### config.mk
export PLATFORM = sky130hd
export DESIGN_NAME = wei_sft_loader_flat
export DESIGN_NICKNAME = d
export VERILOG_FILES = /design/src/rtl/wei_loader_pkg.sv /design/src/rtl/wei_sft_loader_if.sv /design/src/rtl/wei_loader_fifo.sv /design/src/rtl/wei_sft_loader.sv /design/src/flat_wrapper.sv
export SDC_FILE = /design/constraint.sdc
export NUM_CORES = 1
export LEC_CHECK = 0
export CAP_MARGIN = 20
export CORE_UTILIZATION = 54
export CTS_BUF_LIST = sky130_fd_sc_hd__clkbuf_8
export CTS_CLUSTER_DIAMETER = 40
export DETAILED_ROUTE_END_ITERATION = 16
export PLACE_DENSITY_LB_ADDON = 0.3
export SLEW_MARGIN = 15
export SYNTH_ARGS = -nofsm -noshare
export SYNTH_HDL_FRONTEND = slang
export SYNTH_SLANG_ARGS = --single-unit
### constraint.sdc
create_clock -name clk -period 6.59 [get_ports clk]
set_input_delay 1.318 -clock clk [delete_from_list [all_inputs] [get_ports clk]]
set_output_delay 1.318 -clock clk [all_outputs]
set_load 0.01 [all_outputs]
### src/rtl/wei_loader_pkg.sv
// Shared types and default sizing for the weight shift-chain loader.
package wei_loader_pkg;

  localparam int DEF_DW    = 16;
  localparam int DEF_DEPTH = 4;
  localparam int DEF_CNT_W = 8;

  typedef enum logic [2:0] {
    ST_IDLE  = 3'd0,
    ST_LOAD  = 3'd1,
    ST_SHIFT = 3'd2,
    ST_PAR   = 3'd3,
    ST_LATCH = 3'd4,
    ST_DONE  = 3'd5
  } ld_state_e;

endpackage

### src/rtl/wei_sft_loader_if.sv
// Bus bundle between the register block side and the loader: config, word
// handshake, shift chain outputs and status.
interface wei_sft_loader_if #(
  parameter int DW    = wei_loader_pkg::DEF_DW,
  parameter int CNT_W = wei_loader_pkg::DEF_CNT_W
);
  logic             cfg_start;
  logic [CNT_W-1:0] cfg_word_num;
  logic             in_vld;
  logic [DW-1:0]    in_data;
  logic             in_rdy;
  logic             sft_en;
  logic             sft_dat;
  logic             sft_latch;
  logic [CNT_W-1:0] word_cnt;
  logic             sta_busy;
  logic             sta_done;
  logic             sta_ovf;

  modport master (
    output cfg_start, cfg_word_num, in_vld, in_data,
    input  in_rdy, sft_en, sft_dat, sft_latch, word_cnt,
           sta_busy, sta_done, sta_ovf
  );

  modport slave (
    input  cfg_start, cfg_word_num, in_vld, in_data,
    output in_rdy, sft_en, sft_dat, sft_latch, word_cnt,
           sta_busy, sta_done, sta_ovf
  );
endinterface

### src/rtl/wei_loader_fifo.sv
// Small synchronous word FIFO with wrap-around pointers, occupancy counter
// and a synchronous flush that takes priority over push/pop.
module wei_loader_fifo
  import wei_loader_pkg::*;
#(
  parameter int DW    = DEF_DW,
  parameter int DEPTH = DEF_DEPTH
) (
  input  logic          clk,
  input  logic          rst,
  input  logic          flush_i,
  input  logic          push_i,
  input  logic [DW-1:0] din_i,
  input  logic          pop_i,
  output logic [DW-1:0] dout_o,
  output logic          full_o,
  output logic          empty_o
);
  localparam int AW = $clog2(DEPTH);

  logic [DW-1:0] mem_q [DEPTH];
  logic [AW-1:0] wr_ptr_q, rd_ptr_q;
  logic [AW:0]   cnt_q;

  assign full_o  = (cnt_q == (AW+1)'(DEPTH));
  assign empty_o = (cnt_q == '0);
  assign dout_o  = mem_q[rd_ptr_q];

  always_ff @(posedge clk) begin
    if (rst || flush_i) begin
      wr_ptr_q <= '0;
      rd_ptr_q <= '0;
      cnt_q    <= '0;
    end else begin
      if (push_i) wr_ptr_q <= wr_ptr_q + AW'(1);
      if (pop_i)  rd_ptr_q <= rd_ptr_q + AW'(1);
      case ({push_i, pop_i})
        2'b10:   cnt_q <= cnt_q + (AW+1)'(1);
        2'b01:   cnt_q <= cnt_q - (AW+1)'(1);
        default: cnt_q <= cnt_q;
      endcase
    end
  end

  // Storage needs no reset; only the pointers define validity.
  always_ff @(posedge clk) begin
    if (push_i && !flush_i) mem_q[wr_ptr_q] <= din_i;
  end

endmodule

### src/rtl/wei_sft_loader.sv
// Buffers register-bus words and shifts them MSB-first onto the macro chain,
// latching each word and counting against a programmed frame length.
// Optional parity bit per word: define WEI_LOADER_PARITY_EN.
//
// state | meaning
// IDLE  | armed or not, waiting for a buffered word
// LOAD  | pop FIFO head into shift register
// SHIFT | one chain bit per cycle, MSB first
// PAR   | even-parity bit of the word (parity build only)
// LATCH | latch pulse, word counter increments
// DONE  | frame complete, hold until cfg_start
module wei_sft_loader
  import wei_loader_pkg::*;
#(
  parameter int DW    = DEF_DW,
  parameter int DEPTH = DEF_DEPTH,
  parameter int CNT_W = DEF_CNT_W
) (
  input logic             clk,
  input logic             rst,
  wei_sft_loader_if.slave bus
);
  localparam int BW = $clog2(DW);

  ld_state_e        state_q, state_d;
  logic [DW-1:0]    sreg_q;
  logic [BW-1:0]    bit_cnt_q;
  logic [CNT_W-1:0] len_q;
  logic [CNT_W-1:0] word_cnt_q;
  logic [CNT_W-1:0] cnt_inc;
  logic             armed_q;
  logic             ovf_q;
  logic             in_rdy;
  logic             fifo_push, fifo_pop, fifo_full, fifo_empty;
  logic [DW-1:0]    fifo_dout;
`ifdef WEI_LOADER_PARITY_EN
  logic             par_q;
`endif

  assign in_rdy    = armed_q && !fifo_full;
  assign fifo_push = bus.in_vld && in_rdy;
  assign cnt_inc   = word_cnt_q + CNT_W'(1);

  wei_loader_fifo #(.DW(DW), .DEPTH(DEPTH)) u_fifo (
    .clk     (clk),
    .rst     (rst),
    .flush_i (bus.cfg_start),
    .push_i  (fifo_push),
    .din_i   (bus.in_data),
    .pop_i   (fifo_pop),
    .dout_o  (fifo_dout),
    .full_o  (fifo_full),
    .empty_o (fifo_empty)
  );

  always_ff @(posedge clk) begin
    if (rst) state_q <= ST_IDLE;
    else     state_q <= state_d;
  end

  always_comb begin
    state_d  = state_q;
    fifo_pop = 1'b0;
    case (state_q)
      ST_IDLE:  if (armed_q && !fifo_empty) state_d = ST_LOAD;
      ST_LOAD: begin
        fifo_pop = 1'b1;
        state_d  = ST_SHIFT;
      end
      ST_SHIFT: begin
        if (bit_cnt_q == BW'(DW-1)) begin
`ifdef WEI_LOADER_PARITY_EN
          state_d = ST_PAR;
`else
          state_d = ST_LATCH;
`endif
        end
      end
      ST_PAR:   state_d = ST_LATCH;
      ST_LATCH: begin
        if (cnt_inc == len_q)  state_d = ST_DONE;
        else if (!fifo_empty)  state_d = ST_LOAD;
        else                   state_d = ST_IDLE;
      end
      ST_DONE:  state_d = ST_DONE;
      default:  state_d = ST_IDLE;
    endcase
    // Restart wins from any state and aborts a word in flight.
    if (bus.cfg_start) begin
      fifo_pop = 1'b0;
      state_d  = (bus.cfg_word_num == '0) ? ST_DONE : ST_IDLE;
    end
  end

  always_ff @(posedge clk) begin
    if (rst) begin
      sreg_q     <= '0;
      bit_cnt_q  <= '0;
      len_q      <= '0;
      word_cnt_q <= '0;
      armed_q    <= 1'b0;
      ovf_q      <= 1'b0;
    end else if (bus.cfg_start) begin
      len_q      <= bus.cfg_word_num;
      word_cnt_q <= '0;
      ovf_q      <= 1'b0;
      bit_cnt_q  <= '0;
      armed_q    <= (bus.cfg_word_num != '0);
    end else begin
      if (bus.in_vld && !in_rdy) ovf_q <= 1'b1;
      case (state_q)
        ST_LOAD: begin
          sreg_q    <= fifo_dout;
          bit_cnt_q <= '0;
        end
        ST_SHIFT: begin
          sreg_q    <= {sreg_q[DW-2:0], 1'b0};
          bit_cnt_q <= bit_cnt_q + BW'(1);
        end
        ST_LATCH: begin
          if (word_cnt_q != len_q) word_cnt_q <= cnt_inc;
          if (cnt_inc == len_q)    armed_q    <= 1'b0;
        end
        default: ;
      endcase
    end
  end

`ifdef WEI_LOADER_PARITY_EN
  always_ff @(posedge clk) begin
    if (rst)                          par_q <= 1'b0;
    else if (state_q == ST_LOAD)      par_q <= ^fifo_dout;
  end

  assign bus.sft_en  = (state_q == ST_SHIFT) || (state_q == ST_PAR);
  assign bus.sft_dat = (state_q == ST_SHIFT) ? sreg_q[DW-1] :
                       (state_q == ST_PAR)   ? par_q : 1'b0;
`else
  assign bus.sft_en  = (state_q == ST_SHIFT);
  assign bus.sft_dat = (state_q == ST_SHIFT) ? sreg_q[DW-1] : 1'b0;
`endif

  assign bus.in_rdy    = in_rdy;
  assign bus.sft_latch = (state_q == ST_LATCH);
  assign bus.word_cnt  = word_cnt_q;
  assign bus.sta_busy  = armed_q;
  assign bus.sta_done  = (state_q == ST_DONE);
  assign bus.sta_ovf   = ovf_q;

endmodule

### src/flat_wrapper.sv
// flat-port wrapper written by rule: the top's interface ports become plain ports
module wei_sft_loader_flat import wei_loader_pkg::*;
#(
  parameter int DW    = DEF_DW,
  parameter int DEPTH = DEF_DEPTH,
  parameter int CNT_W = DEF_CNT_W
)
  (clk, rst, bus_cfg_start, bus_cfg_word_num, bus_in_vld, bus_in_data, bus_in_rdy, bus_sft_en, bus_sft_dat, bus_sft_latch, bus_word_cnt, bus_sta_busy, bus_sta_done, bus_sta_ovf);
  wei_sft_loader_if #(.DW(DW), .CNT_W(CNT_W)) bus_i ();
  input logic clk;
  input logic rst;
  input wire logic [$bits(bus_i.cfg_start)-1:0] bus_cfg_start;
  input wire logic [$bits(bus_i.cfg_word_num)-1:0] bus_cfg_word_num;
  input wire logic [$bits(bus_i.in_vld)-1:0] bus_in_vld;
  input wire logic [$bits(bus_i.in_data)-1:0] bus_in_data;
  output wire logic [$bits(bus_i.in_rdy)-1:0] bus_in_rdy;
  output wire logic [$bits(bus_i.sft_en)-1:0] bus_sft_en;
  output wire logic [$bits(bus_i.sft_dat)-1:0] bus_sft_dat;
  output wire logic [$bits(bus_i.sft_latch)-1:0] bus_sft_latch;
  output wire logic [$bits(bus_i.word_cnt)-1:0] bus_word_cnt;
  output wire logic [$bits(bus_i.sta_busy)-1:0] bus_sta_busy;
  output wire logic [$bits(bus_i.sta_done)-1:0] bus_sta_done;
  output wire logic [$bits(bus_i.sta_ovf)-1:0] bus_sta_ovf;
  assign bus_i.cfg_start = bus_cfg_start;
  assign bus_i.cfg_word_num = bus_cfg_word_num;
  assign bus_i.in_vld = bus_in_vld;
  assign bus_i.in_data = bus_in_data;
  assign bus_in_rdy = bus_i.in_rdy;
  assign bus_sft_en = bus_i.sft_en;
  assign bus_sft_dat = bus_i.sft_dat;
  assign bus_sft_latch = bus_i.sft_latch;
  assign bus_word_cnt = bus_i.word_cnt;
  assign bus_sta_busy = bus_i.sta_busy;
  assign bus_sta_done = bus_i.sta_done;
  assign bus_sta_ovf = bus_i.sta_ovf;
  wei_sft_loader #(.DW(DW), .DEPTH(DEPTH), .CNT_W(CNT_W)) u_core (.clk(clk), .rst(rst), .bus(bus_i));
endmodule
==> results of run 1 <==
==> registers in the layout (all words and copies together) (netlist names), named ones only <==
name and cells:
u_core.len_q 8, u_core.u_fifo.mem_q 64, u_core.bus.word_cnt 8, u_core.bus.sta_ovf 1, u_core.state_q 3, u_core.u_fifo.cnt_q 3
u_core.bus.sta_busy 1, u_core.u_fifo.wr_ptr_q 2, u_core.sreg_q 16, u_core.bit_cnt_q 4, u_core.u_fifo.rd_ptr_q 2
==> worst min-delay path by stage <==
| stage | slack [ns] | depth (start not counted) | end | from |
|---|---|---|---|---|
| finish | 0.49 | 2 | u_core.sreg_q[0]$_SDFFE_PP0P_ | u_core.sreg_q[0]$_SDFFE_PP0P_ |
| global route | 0.50 | 2 | u_core.sreg_q[0]$_SDFFE_PP0P_ | u_core.sreg_q[0]$_SDFFE_PP0P_ |
| CTS | 0.49 | 2 | u_core.sreg_q[0]$_SDFFE_PP0P_ | u_core.sreg_q[0]$_SDFFE_PP0P_ |
| detailed placement | 0.48 | 2 | u_core.sreg_q[0]$_SDFFE_PP0P_ | u_core.sreg_q[0]$_SDFFE_PP0P_ |
| global placement | 0.45 | 2 | u_core.bus.sta_ovf$_SDFFE_PP0P_ | u_core.bus.sta_ovf$_SDFFE_PP0P_ |
| floorplan | 0.45 | 2 | u_core.sreg_q[0]$_SDFFE_PP0P_ | u_core.sreg_q[0]$_SDFFE_PP0P_ |
==> routing by layer <==
| metal | part of all wire, % | up-vias | wire (um) | global-route usage, % |
|---|---|---|---|---|
| met1 | 42 | 1450 | 3760 | 25.1 |
| met5 | 0 | - | 0 | 0 |
| met3 | 4.5 | 13 | 403 | 6.94 |
| li1 | - | 1479 | - | - |
| met4 | 1.6 | 0 | 144 | 8.27 |
| met2 | 52 | 91 | 4600 | 35.3 |
==> logic make-up (layout without fill, tap and decap cells) <==
group,Yosys count,in the layout,synth area share [%]
AO/OA/AOI/OAI,54,54,7.35
XOR/XNOR,24,24,4.33
adder cells (fa/ha/maj),8,8,2.22
buffers and inverters,32,92,2.89
flip-flops,114,114,60.2
multiplexers,40,40,12.4
AND/OR/NAND/NOR,100,100,10.6
==> cells in the mapped netlist, drive strengths merged (2+ instances only) <==
| master | number |
|---|---|
| edfxtp | 64 |
| dfxtp | 50 |
| nor2 | 48 |
| mux2i | 24 |
| a21oi | 17 |
| mux4 | 16 |
| nand2 | 16 |
| a211oi | 15 |
| xor2 | 13 |
| clkbuf | 11 |
| inv | 11 |
| xnor2 | 11 |
| buf | 10 |
| o21ai | 10 |
| nand3 | 8 |
| ha | 7 |
| nor3 | 6 |
| nor3b | 6 |
| nand4 | 4 |
| or3 | 4 |
| a31oi | 3 |
| o211ai | 3 |
| a41oi | 2 |
| nor4b | 2 |
==> worst max-delay path: cells and delay by family, from the launching register on <==
family	cells	cell delay, ns
and+or+nand+nor	1	0.79
DFF	1	0.74
buffers and inverters	2	0.84
==> power by group through the flow <==
stage | registers (mW) | clock network (mW) | logic (mW)
2_1_floorplan | 0.786 | 0 | 0.0624
3_3_place_gp | 0.792 | 0 | 0.0911
3_5_place_dp | 0.792 | 0 | 0.0951
4_1_cts | 0.777 | 0.609 | 0.0958
5_1_grt | 0.778 | 0.645 | 0.105
6_report | 0.777 | 0.599 | 0.0953
==> cells in the final DEF (no fill, tap or decap), types with 2 or more instances in the layout <==
cell	netlist	layout
edfxtp_1	64	64
dfxtp_1	50	50
nor2_1	48	48
clkdlybuf4s50_1	0	42
mux2i_1	24	24
a21oi_1	17	17
clkbuf_8	0	17
nand2_1	16	16
mux4_2	16	16
a211oi_1	15	15
xor2_1	13	13
inv_1	10	11
xnor2_1	11	11
nand3_1	8	8
o21ai_0	7	7
ha_1	7	7
buf_4	4	6
nor3b_2	0	4
nor3_1	5	4
nand4_1	4	4
or3_1	4	4
inv_6	0	4
clkinv_4	0	4
a31oi_1	3	3
clkinvlp_4	0	3
a41oi_1	2	2
o211ai_1	2	2
o21ai_1	2	2
==> final cells by class <==
class / instances / area (um^2)
clock inverters: 15 / 135
well taps: 108 / 135
repair buffers: 49 / 480
fillers: 646 / 2960
multi-input cells: 226 / 1810
clock buffers: 17 / 234
flip-flops and latches: 114 / 2920
inverters: 11 / 41.3
==> per-stage QoR <==
stage	total power, mW	setup slack [ns]
detailed placement	0.887	2.28
finish	1.47	2.47
global placement	0.883	2.37
floorplan	0.849	3.09
global route	1.53	2.30
CTS	1.48	2.44
==> out/qor.csv, run 1 <==
metric,value,unit
worstMarginPinSlew,1.00,ns
ff2ff_setup_slack,3.92,ns
syn_to_final_growth,18.8,%
utilization,66.1,%
p_per_area,255,nW/um^2
start_util,55.6,%
ys_warn_count,0,
cap_violations,0,
grt_antenna_before_repair,0,
final_nets,455,
clock.fmax,243,MHz
htreeDepth,4,
synthDistinctLibCells,44,
ys_seq_elements,114,
fp.dieH,96.8,um
worst-path-max-fanout,18,
cts_tree,done,
worstPathArrival,2.80,ns
postCtsSetupRepairBufs,0,
firstDrtPassIters,5,
drive_gt1_share,15.5,%
hold_viol_final,0,
overflow,0,
dp_cells,508,
drt-vias-per-instance,5.62,
clockBufferDepth,2,
cp_slowest_cell,nor3_4,
vdd_drop_max,0.000289,V
antenna_cells,0,
die_area,9370,um^2
period_minus_slack,4.12,ns
worstSetupPathType,reg -> out,
path_cells,inv_2 > nor3_4 > clkdlybuf4s50_1,
p_sw_share,24.5,%
power_switching,0.360,mW
boundaryPins,43,
r2r_cells,7,
hold_class,reg -> reg,
leakage,1.89,nW
fin_cells,540,
grt_pass1_wl,15000,um
timing.rr.end,u_core.u_fifo.cnt_q[2]$_SDFFE_PP0P_,
holdWs,0.489,ns
yosys_most_used_dff,edfxtp_1,
worstSetupStartpointType,flip-flop,
syn_nets,408,
routedWlPerCell,16.5,um
die_width,96.8,um
dpl.hpwl,5860,um
intPower,1.11,mW
clk-insertion-delay-late,0.43,ns
final_area,5760,um^2
required,5.27,ns
worst_path_largest_cell_delay,0.79,ns
synthArstFlopShare,0,%
cts_resized,0,
syn_inst,372,
io_buffers,42,
clockRootBuffer,clkbuf_8,
drt_iter0_drc,162,
reg2reg_from,u_core.state_q[0]$_SDFFE_PP0P_,
grt_max_degree,32,
gp_congestion,0.800,
place_area,5390,um^2
worstSetupEndpoint,bus_sft_en,
setup-tns-final,0,ns
grt_pass1_vias,3100,
ctsHoldBuffers,0,
fin_crit_sh,62.5,%
setup_viol,0,
path_clk_slew,0.07,ns
end_kind,output pin,
std_cell_rows,34,
timing.slew.headroom,33.1,%
netlist.area_leader.share,39.6,%
combPwrFrac,6.5,%
core,8720,um^2
pwr-share-seq,52.8,%
drc,0,
clock_skew,0.0143,ns
yosys-top-cells-area,"edfxtp_1, dfxtp_1, mux4_2",
finalMaxSlewViolations,0,
startpoint,u_core.state_q[1]$_SDFFE_PP0P_,
vias,3033,
wl,8910,um
synth_area,4850,um^2
yosysSeqAreaShare,60.2,%
p_clk_share,40.7,%
rsz0062_at_grt,false,
synth-edff-count,64,
cts_sinks,114,
synth_area_leader_cell,edfxtp_1,
cts_buffers,17,
outcome,"finished, final reports clean",
synth_area_per_cell,13.0,um^2
ant_nets,0,
grt_use_total,21.1,%
(Power assumes the default switching activity.)
==> run 2: changes to the inputs <==
clock period = 3.65 ns   (was 6.59 ns; I/O delays follow)
==> run 2 against run 1 <==
Net effect: power is 86% higher; register-to-register slack worse by 2.8 ns; hold slack worse by 0.010 ns; count of clock-buffer cells in the layout stayed put; design area is 0.69% higher; wire length is 2.5% lower; die area stayed put; flip-flop and latch count stayed put; sequential share of layout area is 0.35 points lower; global-route usage is 1.1 points lower; critical path type unchanged; largest cell class unchanged; largest power group unchanged; highest routed layer unchanged.
==> out/qor.csv, run 2 (synthesis gave the netlist of run 1 again) <==
metric,value,unit,change
outcome,"finished, final reports clean",,
start_util,55.6,%,unchanged
place_ws,0.716,ns,-1.57 ns
final_nets,458,,+0.66%
dpl.hpwl,5660,um,-3.5%
period_minus_slack,3.11,ns,
clock.fmax,322,MHz,
firstDrtPassIters,4,,-1
setup_ws,0.540,ns,-1.93 ns
drc,0,,unchanged
vias,3042,,+0.30%
syn_to_final_growth,19.6,%,
path_cells,inv_2 > nor3_4 > buf_4 > clkdlybuf4s50_1,,
cts_tree,done,,
worstSetupPathType,reg -> out,,
core,8720,um^2,unchanged
cap_violations,0,,unchanged
vdd_drop_max,0.000367,V,+27%
regMostFlops,u_core.u_fifo.mem_q,,
worstSetupStartpointType,flip-flop,,
p_clk_share,42.5,%,+1.8 points
drt_iter0_drc,95,,-41%
grt_pass1_vias,3035,,-2.1%
timing.slew.headroom,45.9,%,+13 points
die_width,96.8,um,unchanged
p_per_area,472,nW/um^2,+85%
routedWlPerCell,16.0,um,-3.1%
p_sw_share,25.6,%,+1.1 points
grt_use_total,20.0,%,-1.1 points
most-common-layout-cells,"edfxtp_1, dfxtp_1, nor2_1",,
seqCellArea,2920,um^2,unchanged
hold_class,reg -> reg,,
die_area,9370,um^2,unchanged
worstMarginPinSlew,0.810,ns,-0.190 ns
drt-vias-per-instance,5.60,,-0.26%
grt_antenna_before_repair,0,,unchanged
multi_input_area,1810,um^2,unchanged
io_buffers,42,,unchanged
finalMaxSlewViolations,0,,unchanged
pwr-share-seq,51.2,%,-1.6 points
largest_reg_flops,64,,unchanged
boundaryPins,43,,unchanged
std_cell_rows,34,,unchanged
clockBufferDepth,2,,unchanged
worst-path-max-fanout,18,,unchanged
hold_viol_final,0,,unchanged
cp_top_family,buffers and inverters,,
ff2ff_setup_slack,1.14,ns,-2.78 ns
rsz0062_at_grt,false,,
ctsHoldBuffers,0,,unchanged
end_kind,output pin,,
overflow,0,,unchanged
cts_buffers,17,,unchanged
fp.dieH,96.8,um,unchanged
htreeDepth,4,,unchanged
antenna_cells,0,,unchanged
leakage,1.92,nW,+1.5%
fill_cells,639,,-1.1%
postCtsSetupRepairBufs,0,,unchanged
setup_viol,0,,unchanged
required,2.92,ns,-2.35 ns
grt_pass1_wl,14500,um,-3.9%
power_switching,0.700,mW,+95%
path_clk_slew,0.08,ns,about the same
drive_gt1_share,16.6,%,+1.0 points
crit_buf_inv,3,,+1
worst_path_largest_cell_delay,0.77,ns,-0.02 ns
clock_skew,0.00953,ns,-0.00479 ns
grt_max_degree,32,,unchanged
gp_congestion,0.852,,+6.5%
worstPathArrival,2.38,ns,-0.42 ns
clk-insertion-delay-late,0.43,ns,about the same
intPower,2.04,mW,+83%
cts_resized,0,,unchanged
final_common_cell,edfxtp_1,,
cts_sinks,114,,unchanged
setup-tns-final,0,ns,unchanged
ant_nets,0,,unchanged
cp_slowest_cell,dfxtp_1,,
wl,8680,um,-2.5%
reg.largest.list,"u_core.u_fifo.mem_q (64), u_core.sreg_q (16)",,
clockRootBuffer,clkbuf_8,,
combPwrFrac,6.3,%,-0.2 points
fin_crit_sh,85.2,%,
run 2: cell types whose count changed in the layout (fill, tap and decap cells not counted), sizes merged:
cell      change
clkinvlp      -1
inv           +6
clkinv        -5
buf           +3
run 2: per-layer routing:
layer  GRT usage [%]  vias to the layer above  share of wire, %
met2            33.5                       62                51
met3            5.20                       13               3.3
met5               0                        -                 0
met4            8.27                        0               1.6
met1            24.6                     1485                44
li1                -                     1482                 -
run 2: layout make-up:
class	count	area share, %
Clock inverter	15	2.76
Multi-Input combinational cell	226	31.3
Clock buffer	17	4.03
Tap cell	108	2.33
Sequential cell	114	50.4
Timing Repair Buffer	52	8.54
Inverter	11	0.712
run 2: metrics by stage:
step / util (%) / std cells / power (mW) / hold WS [ns] / instance area, um^2
floorplan: - / 372 / 1.53 / 0.450 / 4850
global placement: 62.0 / 511 / 1.60 / 0.450 / 5410
detailed placement: 62.0 / 511 / 1.60 / 0.470 / 5410
CTS: 66.5 / 543 / 2.76 / 0.488 / 5800
global route: 66.5 / 543 / 2.83 / 0.511 / 5800
finish: 66.5 / 543 / 2.74 / 0.479 / 5800
run 2: worst register-to-register path: stages (launching register included):
cell and delay, ns:
dfxtp_1 0.75, nor4b_2 0.31, buf_4 0.18, ha_1 0.18, inv_1 0.06, fa_1 0.37
xor2_1 0.15, or3_1 0.31, a21oi_1 0.14
run 2: power by group through the flow:
stage	Combinational (mW)	Sequential, mW	Clock, mW
CTS	0.172	1.40	1.18
floorplan	0.113	1.42	0
global route	0.188	1.41	1.23
global placement	0.166	1.43	0
finish	0.171	1.40	1.16
detailed placement	0.171	1.43	0
run 2: path summary, 6_finish.rpt:
kind	start	endpoint	depth (start not counted)
worst max-delay path	u_core.state_q[1]$_SDFFE_PP0P_	bus_sft_en	4
worst min-delay path	u_core.bus.sta_ovf$_SDFFE_PP0P_	u_core.bus.sta_ovf$_SDFFE_PP0P_	2
worst max register to register	u_core.state_q[0]$_SDFFE_PP0P_	u_core.u_fifo.cnt_q[2]$_SDFFE_PP0P_	8
worst min register to register	u_core.bus.sta_ovf$_SDFFE_PP0P_	u_core.bus.sta_ovf$_SDFFE_PP0P_	2
==> run 3: changes to the inputs <==
PLACE_DENSITY = 0.87   (was not set)
PLACE_DENSITY_LB_ADDON = not set   (was 0.3)
==> run 3 against run 2 <==
Net effect: utilization is the same; die area stayed put; non-clock buffer count unchanged; count of clock-buffer cells in the layout unchanged; first-iteration DRC count is 15% higher; wire length grew 5.0%; worst setup slack gained 0.014 ns; via count increased by 2.7%; largest power group unchanged.
==> out/qor.csv, run 3 (synthesis gave the netlist of run 1 again) <==
metric,value,unit,change
fp.dieH,96.8,um,unchanged
hold_viol_final,0,,unchanged
ant_nets,0,,unchanged
grt_pass1_vias,3147,,+3.7%
die_area,9370,um^2,unchanged
io_buffers,42,,unchanged
p_per_area,476,nW/um^2,+0.98%
cts_buffers,17,,unchanged
clock_skew,0.0174,ns,+0.00791 ns
std_cell_rows,34,,unchanged
cts_tree,done,,
cts_resized,0,,unchanged
syn_to_final_growth,19.6,%,unchanged
drc,0,,unchanged
regMostFlops,u_core.u_fifo.mem_q,,
clockBufferDepth,2,,unchanged
most-common-layout-cells,"edfxtp_1, dfxtp_1, nor2_1",,
p_clk_share,43.0,%,+0.5 points
intPower,2.04,mW,+0.11%
postCtsSetupRepairBufs,0,,unchanged
period_minus_slack,3.10,ns,-0.0142 ns
timing.slew.headroom,44.7,%,-1.2 points
dpl.hpwl,5850,um,+3.4%
power,2.76,mW,+0.98%
p_sw_share,26.2,%,+0.64 points
leakage,1.92,nW,about the same
cap_violations,0,,unchanged
rsz0062_at_grt,false,,
worstSetupStartpointType,flip-flop,,
final_nets,458,,unchanged
final_common_cell,edfxtp_1,,
worstSetupPathType,reg -> out,,
end_kind,output pin,,
pwr-share-seq,50.7,%,-0.5 points
grt_pass1_wl,15000,um,+3.8%
worst-path-max-fanout,18,,unchanged
wl,9120,um,+5.0%
clk-insertion-delay-late,0.43,ns,about the same
grt_max_degree,32,,unchanged
setup_viol,0,,unchanged
fin_crit_sh,84.8,%,-0.39 points
worstMarginPinSlew,0.828,ns,+0.0177 ns
boundaryPins,43,,unchanged
finalMaxSlewViolations,0,,unchanged
vias,3124,,+2.7%
power_switching,0.725,mW,+3.5%
vdd_drop_max,0.000459,V,+25%
die_width,96.8,um,unchanged
drt-vias-per-instance,5.75,,+2.7%
overflow,0,,unchanged
largest_reg_flops,64,,unchanged
outcome,"finished, final reports clean",,
core,8720,um^2,unchanged
hold_class,reg -> reg,,
firstDrtPassIters,4,,unchanged
path_clk_slew,0.08,ns,about the same
clockRootBuffer,clkbuf_8,,
combPwrFrac,6.4,%,about the same
drt_iter0_drc,109,,+15%
gp_congestion,0.836,,-1.8%
ctsHoldBuffers,0,,unchanged
dp_cells,511,,unchanged
drive_gt1_share,16.6,%,unchanged
grt_antenna_before_repair,0,,unchanged
cts_sinks,114,,unchanged
grt_use_total,20.7,%,+0.70 points
worstPathArrival,2.37,ns,about the same
htreeDepth,4,,unchanged
antenna_cells,0,,unchanged
clock.fmax,323,MHz,+0.46%
required,2.92,ns,about the same
start_util,55.6,%,unchanged
fin_cells,543,,unchanged
routedWlPerCell,16.8,um,+5.0%
reg.largest.list,"u_core.u_fifo.mem_q (64), u_core.sreg_q (16)",,
setup-tns-final,0,ns,unchanged
[run 3: cell types whose count changed in the layout (fill, tap and decap cells not counted)]
cell,previous run,this run
clkinv_4,1,0
inv_6,7,8
[run 3: worst max-delay path, stage by stage, from the launching register on]
cell and delay [ns]:
dfxtp_1 0.75, inv_2 0.15, nor3_4 0.13, buf_4 0.31
clkdlybuf4s50_1 0.59
[run 3: layer usage]
metal	part of all wire [%]	track usage, %	vias up
met2	50	34.4	84
met4	1.9	10.1	0
met3	4.2	5.56	16
met5	0	0	-
met1	44	24.9	1540
li1	-	-	1484
[run 3: through the flow]
step                      area [um^2]  hold WS [ns]  util [%]  setup WS, ns
after floorplan                  4850         0.450         -         0.738
after CTS                        5800         0.481      66.5         0.531
after detailed placement         5410         0.469      62.0         0.669
after global placement           5410         0.455      62.0         0.753
after global routing             5800         0.531      66.5         0.459
final                            5800         0.470      66.5         0.554
[run 3: final timing paths]
path                                                      start                                   to  slack (ns)  cells past startpoint
worst min register to register  u_core.bus.sta_ovf$_SDFFE_PP0P_      u_core.bus.sta_ovf$_SDFFE_PP0P_        0.47                      2
worst max-delay path             u_core.state_q[1]$_SDFFE_PP0P_                           bus_sft_en        0.55                      4
worst min-delay path            u_core.bus.sta_ovf$_SDFFE_PP0P_      u_core.bus.sta_ovf$_SDFFE_PP0P_        0.47                      2
worst max register to register   u_core.state_q[0]$_SDFFE_PP0P_  u_core.u_fifo.cnt_q[2]$_SDFFE_PP0P_        1.14                      8
[run 3: layout make-up]
class                   instances  area, um^2
flip-flops and latches        114        2920
fillers                       612        2920
multi-input cells             226        1810
repair buffers                 52         495
clock buffers                  17         234
clock inverters                15         160
well taps                     108         135
inverters                      11        41.3
[run 3: power groups by stage]
stage | registers, mW | clock network, mW | logic, mW
after detailed placement | 1.43 | 0 | 0.175
after global routing | 1.40 | 1.26 | 0.192
after floorplan | 1.42 | 0 | 0.113
final | 1.40 | 1.19 | 0.176
after global placement | 1.43 | 0 | 0.166
after CTS | 1.40 | 1.20 | 0.176
